**src/rtl/memory_arbiter_if.sv**
```systemverilog
// Bus bundle for memory_arbiter: per-core instruction/data request ports plus the shared RAM port.
// The arbiter connects through the slave modport; the CPU/RAM side uses the master modport.
interface memory_arbiter_if #(
    parameter int CPUS = 2,
    parameter int AW   = 32,
    parameter int DW   = 32
);
    logic [CPUS-1:0]    iREN;
    logic [CPUS-1:0]    dREN;
    logic [CPUS-1:0]    dWEN;
    logic [CPUS*AW-1:0] iaddr;
    logic [CPUS*AW-1:0] daddr;
    logic [CPUS*DW-1:0] dstore;
    logic [CPUS-1:0]    iwait;
    logic [CPUS-1:0]    dwait;
    logic [CPUS*DW-1:0] iload;
    logic [CPUS*DW-1:0] dload;
    logic [AW-1:0]      ramaddr;
    logic [DW-1:0]      ramstore;
    logic               ramREN;
    logic               ramWEN;
    logic [DW-1:0]      ramload;
    logic [1:0]         ramstate;
    logic               arb_err;

    modport slave (
        input  iREN, dREN, dWEN, iaddr, daddr, dstore, ramload, ramstate,
        output iwait, dwait, iload, dload, ramaddr, ramstore, ramREN, ramWEN, arb_err
    );

    modport master (
        output iREN, dREN, dWEN, iaddr, daddr, dstore, ramload, ramstate,
        input  iwait, dwait, iload, dload, ramaddr, ramstore, ramREN, ramWEN, arb_err
    );
endinterface

```
**src/rtl/memory_arbiter.sv**
```systemverilog
// Round-robin arbiter serialising per-core I/D requests onto one RAM port (IDLE/XFER FSM).
// Optional transfer watchdog enabled by defining ARB_TIMEOUT_EN.
module memory_arbiter #(
    parameter int CPUS    = 2,
    parameter int AW      = 32,
    parameter int DW      = 32,
    parameter int TIMEOUT = 1024
) (
    input  logic             CLK,
    input  logic             RST,
    memory_arbiter_if.slave  bus
);
    localparam int PW = (CPUS > 1) ? $clog2(CPUS) : 1;

    localparam logic [0:0] S_IDLE = 1'b0;
    localparam logic [0:0] S_XFER = 1'b1;

    localparam logic [1:0] T_I  = 2'd0;
    localparam logic [1:0] T_DR = 2'd1;
    localparam logic [1:0] T_DW = 2'd2;

    localparam logic [1:0] RS_ACCESS = 2'd2;
    localparam logic [1:0] RS_ERROR  = 2'd3;

    logic [0:0]      state_q, state_d;
    logic [PW-1:0]   last_q, last_d;
    logic [PW-1:0]   gnt_cpu_q, gnt_cpu_d;
    logic [1:0]      gnt_type_q, gnt_type_d;
    logic [AW-1:0]   ramaddr_q, ramaddr_d;
    logic [DW-1:0]   ramstore_q, ramstore_d;
    logic            ramREN_q, ramREN_d;
    logic            ramWEN_q, ramWEN_d;
    logic [CPUS-1:0] pri_i_q, pri_i_d;

    logic [CPUS-1:0]    req_d_s;
    logic               found_s;
    logic [PW-1:0]      sel_cpu_s;
    logic [1:0]         sel_type_s;
    logic               held_s;
    logic               complete_s;
    logic               timeout_s;
    logic [CPUS-1:0]    iwait_s;
    logic [CPUS-1:0]    dwait_s;
    logic [CPUS*DW-1:0] iload_s;
    logic [CPUS*DW-1:0] dload_s;

    function automatic int rr_idx(input logic [PW-1:0] last, input int k);
        return (int'(last) + k) % CPUS;
    endfunction

    assign req_d_s = bus.dREN | bus.dWEN;

    // Pick the first requesting core after the last served one; pri_i_q lets a core's
    // instruction request go ahead of its data request once data was just served.
    always_comb begin
        found_s    = 1'b0;
        sel_cpu_s  = {PW{1'b0}};
        sel_type_s = T_I;
        for (int k = 1; k <= CPUS; k++) begin
            if (!found_s && (req_d_s[rr_idx(last_q, k)] || bus.iREN[rr_idx(last_q, k)])) begin
                found_s   = 1'b1;
                sel_cpu_s = PW'(rr_idx(last_q, k));
                if (req_d_s[rr_idx(last_q, k)] &&
                    !(pri_i_q[rr_idx(last_q, k)] && bus.iREN[rr_idx(last_q, k)])) begin
                    sel_type_s = bus.dWEN[rr_idx(last_q, k)] ? T_DW : T_DR;
                end else begin
                    sel_type_s = T_I;
                end
            end else begin
                found_s = found_s;
            end
        end
    end

    // Is the granted request still being asserted by its core.
    always_comb begin
        case (gnt_type_q)
            T_I:     held_s = bus.iREN[gnt_cpu_q];
            T_DR:    held_s = bus.dREN[gnt_cpu_q];
            T_DW:    held_s = bus.dWEN[gnt_cpu_q];
            default: held_s = 1'b0;
        endcase
    end

    assign complete_s = (state_q == S_XFER) && held_s && (bus.ramstate == RS_ACCESS);

`ifdef ARB_TIMEOUT_EN
    localparam int CW = $clog2(TIMEOUT + 1);
    logic [CW-1:0] cnt_q, cnt_d;

    // Transfer cycle counter, held at zero while idle so each XFER starts from zero.
    always_comb begin
        if (state_q == S_XFER) begin
            cnt_d = cnt_q + CW'(1);
        end else begin
            cnt_d = {CW{1'b0}};
        end
    end

    // Watchdog counter register.
    always_ff @(posedge CLK) begin
        if (RST) begin
            cnt_q <= {CW{1'b0}};
        end else begin
            cnt_q <= cnt_d;
        end
    end

    assign timeout_s = (state_q == S_XFER) && held_s && (bus.ramstate != RS_ACCESS) &&
                       (bus.ramstate != RS_ERROR) && (cnt_q == CW'(TIMEOUT - 1));
`else
    assign timeout_s = 1'b0;
`endif

    // FSM next state; withdrawal beats completion, which beats RAM error and timeout.
    always_comb begin
        state_d    = state_q;
        last_d     = last_q;
        gnt_cpu_d  = gnt_cpu_q;
        gnt_type_d = gnt_type_q;
        ramaddr_d  = ramaddr_q;
        ramstore_d = ramstore_q;
        pri_i_d    = pri_i_q;
        case (state_q)
            S_IDLE: begin
                if (found_s) begin
                    state_d    = S_XFER;
                    gnt_cpu_d  = sel_cpu_s;
                    gnt_type_d = sel_type_s;
                    if (sel_type_s == T_I) begin
                        ramaddr_d = bus.iaddr[int'(sel_cpu_s)*AW +: AW];
                    end else begin
                        ramaddr_d = bus.daddr[int'(sel_cpu_s)*AW +: AW];
                    end
                    if (sel_type_s == T_DW) begin
                        ramstore_d = bus.dstore[int'(sel_cpu_s)*DW +: DW];
                    end else begin
                        ramstore_d = ramstore_q;
                    end
                end else begin
                    state_d = S_IDLE;
                end
            end
            S_XFER: begin
                if (!held_s) begin
                    state_d = S_IDLE;
                end else if (complete_s) begin
                    state_d = S_IDLE;
                    last_d  = gnt_cpu_q;
                    if (gnt_type_q == T_I) begin
                        pri_i_d[gnt_cpu_q] = 1'b0;
                    end else begin
                        pri_i_d[gnt_cpu_q] = bus.iREN[gnt_cpu_q];
                    end
                end else if (bus.ramstate == RS_ERROR) begin
                    state_d = S_IDLE;
                end else if (timeout_s) begin
                    state_d = S_IDLE;
                    last_d  = gnt_cpu_q;
                end else begin
                    state_d = S_XFER;
                end
            end
            default: state_d = S_IDLE;
        endcase
        ramREN_d = (state_d == S_XFER) && (gnt_type_d != T_DW);
        ramWEN_d = (state_d == S_XFER) && (gnt_type_d == T_DW);
    end

    // Only the completing channel sees its wait bit drop and its load carry RAM data.
    always_comb begin
        iwait_s = {CPUS{1'b1}};
        dwait_s = {CPUS{1'b1}};
        iload_s = {(CPUS*DW){1'b0}};
        dload_s = {(CPUS*DW){1'b0}};
        if (complete_s) begin
            if (gnt_type_q == T_I) begin
                iwait_s[gnt_cpu_q]                 = 1'b0;
                iload_s[int'(gnt_cpu_q)*DW +: DW] = bus.ramload;
            end else begin
                dwait_s[gnt_cpu_q] = 1'b0;
                if (gnt_type_q == T_DR) begin
                    dload_s[int'(gnt_cpu_q)*DW +: DW] = bus.ramload;
                end else begin
                    dload_s = {(CPUS*DW){1'b0}};
                end
            end
        end else begin
            iwait_s = {CPUS{1'b1}};
        end
    end

    // State and registered RAM-side outputs.
    always_ff @(posedge CLK) begin
        if (RST) begin
            state_q    <= S_IDLE;
            last_q     <= PW'(CPUS - 1);
            gnt_cpu_q  <= {PW{1'b0}};
            gnt_type_q <= T_I;
            ramaddr_q  <= {AW{1'b0}};
            ramstore_q <= {DW{1'b0}};
            ramREN_q   <= 1'b0;
            ramWEN_q   <= 1'b0;
            pri_i_q    <= {CPUS{1'b0}};
        end else begin
            state_q    <= state_d;
            last_q     <= last_d;
            gnt_cpu_q  <= gnt_cpu_d;
            gnt_type_q <= gnt_type_d;
            ramaddr_q  <= ramaddr_d;
            ramstore_q <= ramstore_d;
            ramREN_q   <= ramREN_d;
            ramWEN_q   <= ramWEN_d;
            pri_i_q    <= pri_i_d;
        end
    end

    assign bus.iwait    = iwait_s;
    assign bus.dwait    = dwait_s;
    assign bus.iload    = iload_s;
    assign bus.dload    = dload_s;
    assign bus.ramaddr  = ramaddr_q;
    assign bus.ramstore = ramstore_q;
    assign bus.ramREN   = ramREN_q;
    assign bus.ramWEN   = ramWEN_q;
    assign bus.arb_err  = timeout_s;
endmodule

```
**src/flat_wrapper.sv**
```systemverilog
// flat-port wrapper written by rule: the top's interface ports become plain ports
module memory_arbiter_flat 
#(
    parameter int CPUS    = 2,
    parameter int AW      = 32,
    parameter int DW      = 32,
    parameter int TIMEOUT = 1024
)
  (CLK, RST, bus_iREN, bus_dREN, bus_dWEN, bus_iaddr, bus_daddr, bus_dstore, bus_ramload, bus_ramstate, bus_iwait, bus_dwait, bus_iload, bus_dload, bus_ramaddr, bus_ramstore, bus_ramREN, bus_ramWEN, bus_arb_err);
  memory_arbiter_if #(.CPUS(CPUS), .AW(AW), .DW(DW)) bus_i ();
  input  logic CLK;
  input  logic RST;
  input wire logic [$bits(bus_i.iREN)-1:0] bus_iREN;
  input wire logic [$bits(bus_i.dREN)-1:0] bus_dREN;
  input wire logic [$bits(bus_i.dWEN)-1:0] bus_dWEN;
  input wire logic [$bits(bus_i.iaddr)-1:0] bus_iaddr;
  input wire logic [$bits(bus_i.daddr)-1:0] bus_daddr;
  input wire logic [$bits(bus_i.dstore)-1:0] bus_dstore;
  input wire logic [$bits(bus_i.ramload)-1:0] bus_ramload;
  input wire logic [$bits(bus_i.ramstate)-1:0] bus_ramstate;
  output wire logic [$bits(bus_i.iwait)-1:0] bus_iwait;
  output wire logic [$bits(bus_i.dwait)-1:0] bus_dwait;
  output wire logic [$bits(bus_i.iload)-1:0] bus_iload;
  output wire logic [$bits(bus_i.dload)-1:0] bus_dload;
  output wire logic [$bits(bus_i.ramaddr)-1:0] bus_ramaddr;
  output wire logic [$bits(bus_i.ramstore)-1:0] bus_ramstore;
  output wire logic [$bits(bus_i.ramREN)-1:0] bus_ramREN;
  output wire logic [$bits(bus_i.ramWEN)-1:0] bus_ramWEN;
  output wire logic [$bits(bus_i.arb_err)-1:0] bus_arb_err;
  assign bus_i.iREN = bus_iREN;
  assign bus_i.dREN = bus_dREN;
  assign bus_i.dWEN = bus_dWEN;
  assign bus_i.iaddr = bus_iaddr;
  assign bus_i.daddr = bus_daddr;
  assign bus_i.dstore = bus_dstore;
  assign bus_i.ramload = bus_ramload;
  assign bus_i.ramstate = bus_ramstate;
  assign bus_iwait = bus_i.iwait;
  assign bus_dwait = bus_i.dwait;
  assign bus_iload = bus_i.iload;
  assign bus_dload = bus_i.dload;
  assign bus_ramaddr = bus_i.ramaddr;
  assign bus_ramstore = bus_i.ramstore;
  assign bus_ramREN = bus_i.ramREN;
  assign bus_ramWEN = bus_i.ramWEN;
  assign bus_arb_err = bus_i.arb_err;
  memory_arbiter #(.CPUS(CPUS), .AW(AW), .DW(DW), .TIMEOUT(TIMEOUT)) u_core (.CLK(CLK), .RST(RST), .bus(bus_i));
endmodule
```
**config.mk**
```make
export PLATFORM = sky130hd
export DESIGN_NAME = memory_arbiter_flat
export DESIGN_NICKNAME = d
export VERILOG_FILES = /design/src/rtl/memory_arbiter_if.sv /design/src/rtl/memory_arbiter.sv /design/src/flat_wrapper.sv
export SDC_FILE = /design/constraint.sdc
export NUM_CORES = 1
export LEC_CHECK = 0
export ABC_CLOCK_PERIOD_IN_PS = 2570
export BUFFER_PORTS_ARGS = -buffer_cell sky130_fd_sc_hd__buf_4
export CAP_MARGIN = 25
export CORE_AREA = 2 2 166 168
export DETAILED_ROUTE_END_ITERATION = 8
export DIE_AREA = 0 0 168 170
export MAX_ROUTING_LAYER = met4
export PLACE_DENSITY = 0.55
export SYNTH_ARGS = -nofsm -noshare
export SYNTH_HDL_FRONTEND = slang
export SYNTH_SLANG_ARGS = --single-unit
```
**constraint.sdc**
```tcl
create_clock -name CLK -period 2.57 [get_ports CLK]
set_clock_uncertainty 0.2 [all_clocks]
set_input_delay 0.1285 -clock CLK [delete_from_list [all_inputs] [get_ports CLK]]
set_output_delay 0.1285 -clock CLK [all_outputs]
set_load 0.02 [all_outputs]
```
=== Word level (Yosys, flattened, before mapping) ===
Index checks and enable logic that the tools add are counted.

* Add/sub/neg operators: 3
* Order comparisons: 4
* Equality and inequality tests: 7
* Shifts and indexed selects: 5
* Multiplexer cells: 62
* Bitwise gates (word level): 7
* Reduce and logical (&&, ||, !) cells: 20

{| class="wikitable"
|+ Operator list
! cell !! count
|-
| two-way mux 64 bit || 5
|-
| indexed part select 64 x 7 -> 32 bit || 3
|-
| bitwise AND 64 bit || 1
|-
| variable shift 32 x 33 -> 64 bit (first input constant) || 1
|-
| indexed part select 32 x 33 -> 64 bit || 1
|-
| two-way mux 1 bit || 39
|-
| negation 6 -> 33 bit || 1
|-
| two-way mux 32 bit || 1
|-
| two-way mux 2 bit || 13
|-
| equality test 2 bit (second input constant) || 5
|-
| logical AND 1 bit || 10
|-
| < comparator 2 x 3 -> 1 bit (second input constant) || 2
|-
| AND reduction 3 bit || 2
|-
| zero test 2 bit || 2
|-
| zero test 1 bit || 3
|-
| case mux 1 bit (3 select lines) || 1
|-
| adder 1 bit (second input constant) || 2
|-
| bitwise AND 1 bit (first input constant) || 2
|-
| bitwise AND 2 bit || 1
|-
| bitwise mux 2 bit || 1
|-
| equality test 2 x 1 -> 1 bit (second input constant) || 1
|-
| logical OR 1 bit || 2
|-
| < comparator 1 x 2 -> 1 bit (second input constant) || 1
|-
| inequality test 2 bit (second input constant) || 1
|-
| other kinds (7) || 7
|}

* Bits in registers: 73
* Input port bits: 234
* Output and inout port bits: 199
* Word-level logic and storage cells: 117

=== Depth between registers and ports, before layout ===
* Depth after elaboration: 15
* Gate-level depth with buffers: 7
* Mapped depth without buffers: 5

=== Worst setup path after synthesis ===
OpenSTA, ideal clock, no wires.

* Path type: register to output
* Start: register u_core.gnt_type_q[1]
* End: output bus_iload[23]
* Arrival time: 1774 ps
* Required time: 2241 ps
* Slack: 468 ps
* Stages on the path, launching flop included: 8
* Path buffers: 2
* Cells stage by stage: dfxtp_1 buf_2 mux4_2 o2bb2ai_1 nand4_1 nor3_2 buf_2 and2_1

* Longest elaborated chain between the ends: 5
* Elaborated cells between the ends (all ways): 8
* Classes of those cells: eq/ne: 2; mux: 3; reduce/logical: 3

{| class="wikitable"
|+ Ends and longest elaborated chain
! item !! line !! RTL
|-
| start: declaration || memory_arbiter.sv:28 || <nowiki>logic [1:0] gnt_type_q, gnt_type_d;</nowiki>
|-
| start signal: assignment || memory_arbiter.sv:209 || <nowiki>gnt_type_q <= gnt_type_d;</nowiki>
|-
| equality test 2 bit (tied with other cells) || memory_arbiter.sv:77 || <nowiki>case (gnt_type_q)</nowiki>
|-
| case mux 1 bit (3 select lines) || memory_arbiter.sv:77 ||
|-
| logical AND 1 bit (2 in a row) || memory_arbiter.sv:85 || <nowiki>assign complete_s = (state_q == S_XFER) && held_s && (bus.ramstate == RS_ACCESS);</nowiki>
|-
| two-way mux 64 bit (*) || memory_arbiter.sv:176 || <nowiki>if (complete_s) begin</nowiki>
|-
| end: declaration || flat_wrapper.sv:23 || <nowiki>output wire logic [$bits(bus_i.iload)-1:0] bus_iload;</nowiki>
|}

Mark *: on every way between the ends. The rest lies on a longest branch, timed or not.

=== Final worst setup path ===
* Start: register u_core.gnt_type_q[1]
* End: output bus_dload[14]

* Longest elaborated chain between the ends: 5
* Elaborated cells between the ends (all ways): 9
* Classes of those cells: eq/ne: 2; mux: 4; reduce/logical: 3

{| class="wikitable"
|+ Ends and longest elaborated chain
! item !! line !! RTL
|-
| equality test 2 bit (tied with other cells) || memory_arbiter.sv:77 ||
|-
| case mux 1 bit (3 select lines) || memory_arbiter.sv:77 ||
|-
| logical AND 1 bit (2 in a row) || memory_arbiter.sv:85 ||
|-
| two-way mux 64 bit (*) || memory_arbiter.sv:176 ||
|-
| end: declaration || flat_wrapper.sv:24 || <nowiki>output wire logic [$bits(bus_i.dload)-1:0] bus_dload;</nowiki>
|}

Marks and branches as above.

==> impl_results.md <==
* Status: completed
* Hold path depth at 3
* Yosys reg bits at 73
* CTS buffer count at 9
* Peak Freq at between 300 and 400 MHz
* Inserted Diodes at 0
* Syn avg cell area at approximately 8.9 um^2
* Critical Path Max Stage Delay at 0.52 ns
* Warnings, synthesis at 0
* Async SR Flop Fraction at 0%
* Leading area contributor after synthesis: dfxtp_1
* TritonCTS clock tree: yes
* Req. time, crit path at 2.24 ns
* Final hold violations at 0
* Max-cap violations at 0
* # clock sinks at 73
* Synth unique cells at 43
* Worst setup SP type: register
* Top cell type's share of synthesized area at 28.10%
* Placed cells at 1330
* Setup CP Type: register to output port
* DR iter-0 viols at around 250
* Initial antenna violation count at 0
* Post-synth net total at 819
* Sequential share of the synthesized area at between 20% and 30%
* R2R setup slack at 0.07 ns
* Peak supply drop at around 0.00024 V
* Crit path arrival time at about 2.2 ns
* Starting Density at around 20%
* Crit-path max FO at 32
* Crit path max-delay cell type: mux4_2
* GRT Total Usage at 17.34%
* Cell family with most CP delay: multiplexers
* Clk buf depth at 2
* H-Tree Depth at 3
* WL/cell at ~17 um
* Slack of the critical path at ~0.045 ns
* Worst Min Path Start: bus_dstore[16]
* WP buf/inv at 3
* HP Class: input pin to register
* Grt ovf at 0
* Worst path cell trace: mux4_2 > o2bb2ai_4 > nand4_1 > buf_4 > nor2_2 > buf_12 > and2_1 > buf_4
* Routed wire length at 26240 um
* Residual DRC count at 0
* Top cells by count, synth: and2_1, mux2i_1, dfxtp_1, nand2_1, a31oi_1
* HPWL Detailed at 18300 um
* DRT Pass-1 Iters at 4
* Min Tclk post-route at roughly 2.5 ns
* Die area at 28560 um^2
* DRT met1 WL at 9884 um
* Syn Std Cell Area at 5200 um^2
* Worst-skew pair later-pin latency at 0.34 ns
* Antenna viol nets, final at 0
* Final hold slack at 0.01833 ns
* Worst hold endpoint: u_core.bus.ramstore[16]
* Buffers on Ports at 431
* Slew Limit Fails at 0
* Core Box Area at 26650 um^2
* Reg2reg end: u_core.bus.ramaddr[9]
* Synthesized instance count at 585
* Routed met2 length at 14150 um
* Tcrit/Tclk final at roughly 98%
* Top cells by area, synth: dfxtp_1, mux2i_1, and2_1, a211oi_2, a32o_1
* Total chip power at roughly 4.4 mW
* Leak Pwr at 5.120 nW
* Most frequent cell after synthesis: and2_1
* Power Density at 385.9 nW/um^2
* First-pass GRT wire length at 37560 um
* Post-layout nets at 1430
* Max layer used: met4
* Routed wl met3 at 1483 um
* Rows at 60
* Area added between synthesis and finish at 119.8%
* Predominant post-synthesis flop cell: dfxtp_1
* Clock transition at path regs at around 0.070 ns
* Layout cells sized above 1 at between 40% and 50%
* # fillers at 2566
* Largest net degree at the start of global routing at 35
* Die Y at approximately 170 um
* Final setup fails at 0
* RSZ-0062 raised after global routing: true
* Die width at 168 um
* Worst reg2reg path depth at 6
* CP Capture Type: output port
* Final cell count without fillers at 1542
* Post-synth EDFFs at 0
* Worst r2r src: u_core.last_q
* Ports at 433
* Final Wtd Congestion at 0.8499
* Vias in the first global route at 6694
* CP dominant cell by count: buf_4
* Via count at 6839
* Post-place setup slack at 0.2818 ns
* Vias/cell at 4.435
* Clock root buffer: clkbuf_16
-- sequential cells by signal, indices dropped and copies added (netlist names) --
name and cells:
u_core.bus.ramREN 1, u_core.bus.ramWEN 1, u_core.bus.ramaddr 32, u_core.bus.ramstore 32, u_core.gnt_cpu_q 1, u_core.gnt_type_q 2, u_core.last_q 1, u_core.pri_i_q 2
u_core.state_q 1
-- worst max path at each step --
| stage | startpoint | end | slack [ns] | cells past startpoint |
|---|---|---|---|---|
| global placement | bus_iREN[0] | u_core.bus.ramaddr[4] | 0.27 | 7 |
| finish | u_core.gnt_type_q[1] | bus_dload[14] | 0.04 | 8 |
| global route | u_core.gnt_type_q[1] | bus_dload[19] | -0.06 | 8 |
| detailed placement | bus_iREN[0] | u_core.bus.ramaddr[4] | 0.28 | 7 |
| CTS | u_core.gnt_type_q[1] | bus_dload[59] | 0.02 | 7 |
| floorplan | u_core.gnt_type_q[1] | bus_iload[23] | 0.47 | 7 |
-- per-layer routing --
layer	global-route usage, %	vias up
met3	2.907	43
met5	-	-
met1	18.33	3177
li1	-	3321
met4	6.805	0
met2	32.25	298
-- where the power goes --
part	internal [mW]	switching, mW
Sequential	1.26	0.0740
Clock	0.683	0.604
Combinational	0.976	0.813
-- timing repair --
item	CTS	global route
pin swaps	1	4
setup buffers	0	6
setup endpoints to repair	26	140
gates resized for setup	0	66
hold endpoints to repair	65	0
gates cloned	0	4
hold buffers	186	0
-- stage by stage --
step                TNS, ns  util, %  instance area, um^2
finish                    0    42.89                11430
global route         -1.897    42.89                11430
floorplan                 0        -                 5200
global placement          0    33.36                 8890
detailed placement        0    33.36                 8890
CTS                       0    41.45                11050
-- layout by cell type, fill, tap and decap left out, drive strengths merged, types with 3 or more instances in the layout --
cell type and count:
a211oi 32, a21oi 8, a31oi 33, a32o 32, and2 128, buf 467, clkbuf 12, dfxtp 73
dlygate4sd3 186, inv 11, mux2i 98, nand2 71, nand3 3, nor2 11, nor3 5
-- tightest hold or removal path, stage by stage --
cell and delay, ns:
buf_4 0.08, mux2i_1 0.09, a211oi_2 0.22
-- layout make-up --
class / instances / area [um^2] / area share [%]
clock inverter: 7 / 70.07 / 0.6130
tap: 341 / 426.7 / 3.732
sequential: 73 / 1466 / 12.83
multi-input combinational: 449 / 3477 / 30.42
clock buffer: 9 / 225.2 / 1.970
inverter: 7 / 26.28 / 0.2299
timing repair buffer: 656 / 5739 / 50.21
-- cells by family (layout without fill, tap and decap cells) --
kind of cell | Yosys count | count (layout) | share of synthesized area [%]
and+or+nand+nor | 229 | 229 | 23.92
muxes | 99 | 99 | 19.30
other | 1 | 1 | 0.07212
buffers and inverters | 63 | 679 | 6.569
AOI/OAI and AO/OA | 120 | 120 | 22.04
DFF | 73 | 73 | 28.10
(Power assumes the default switching activity.)
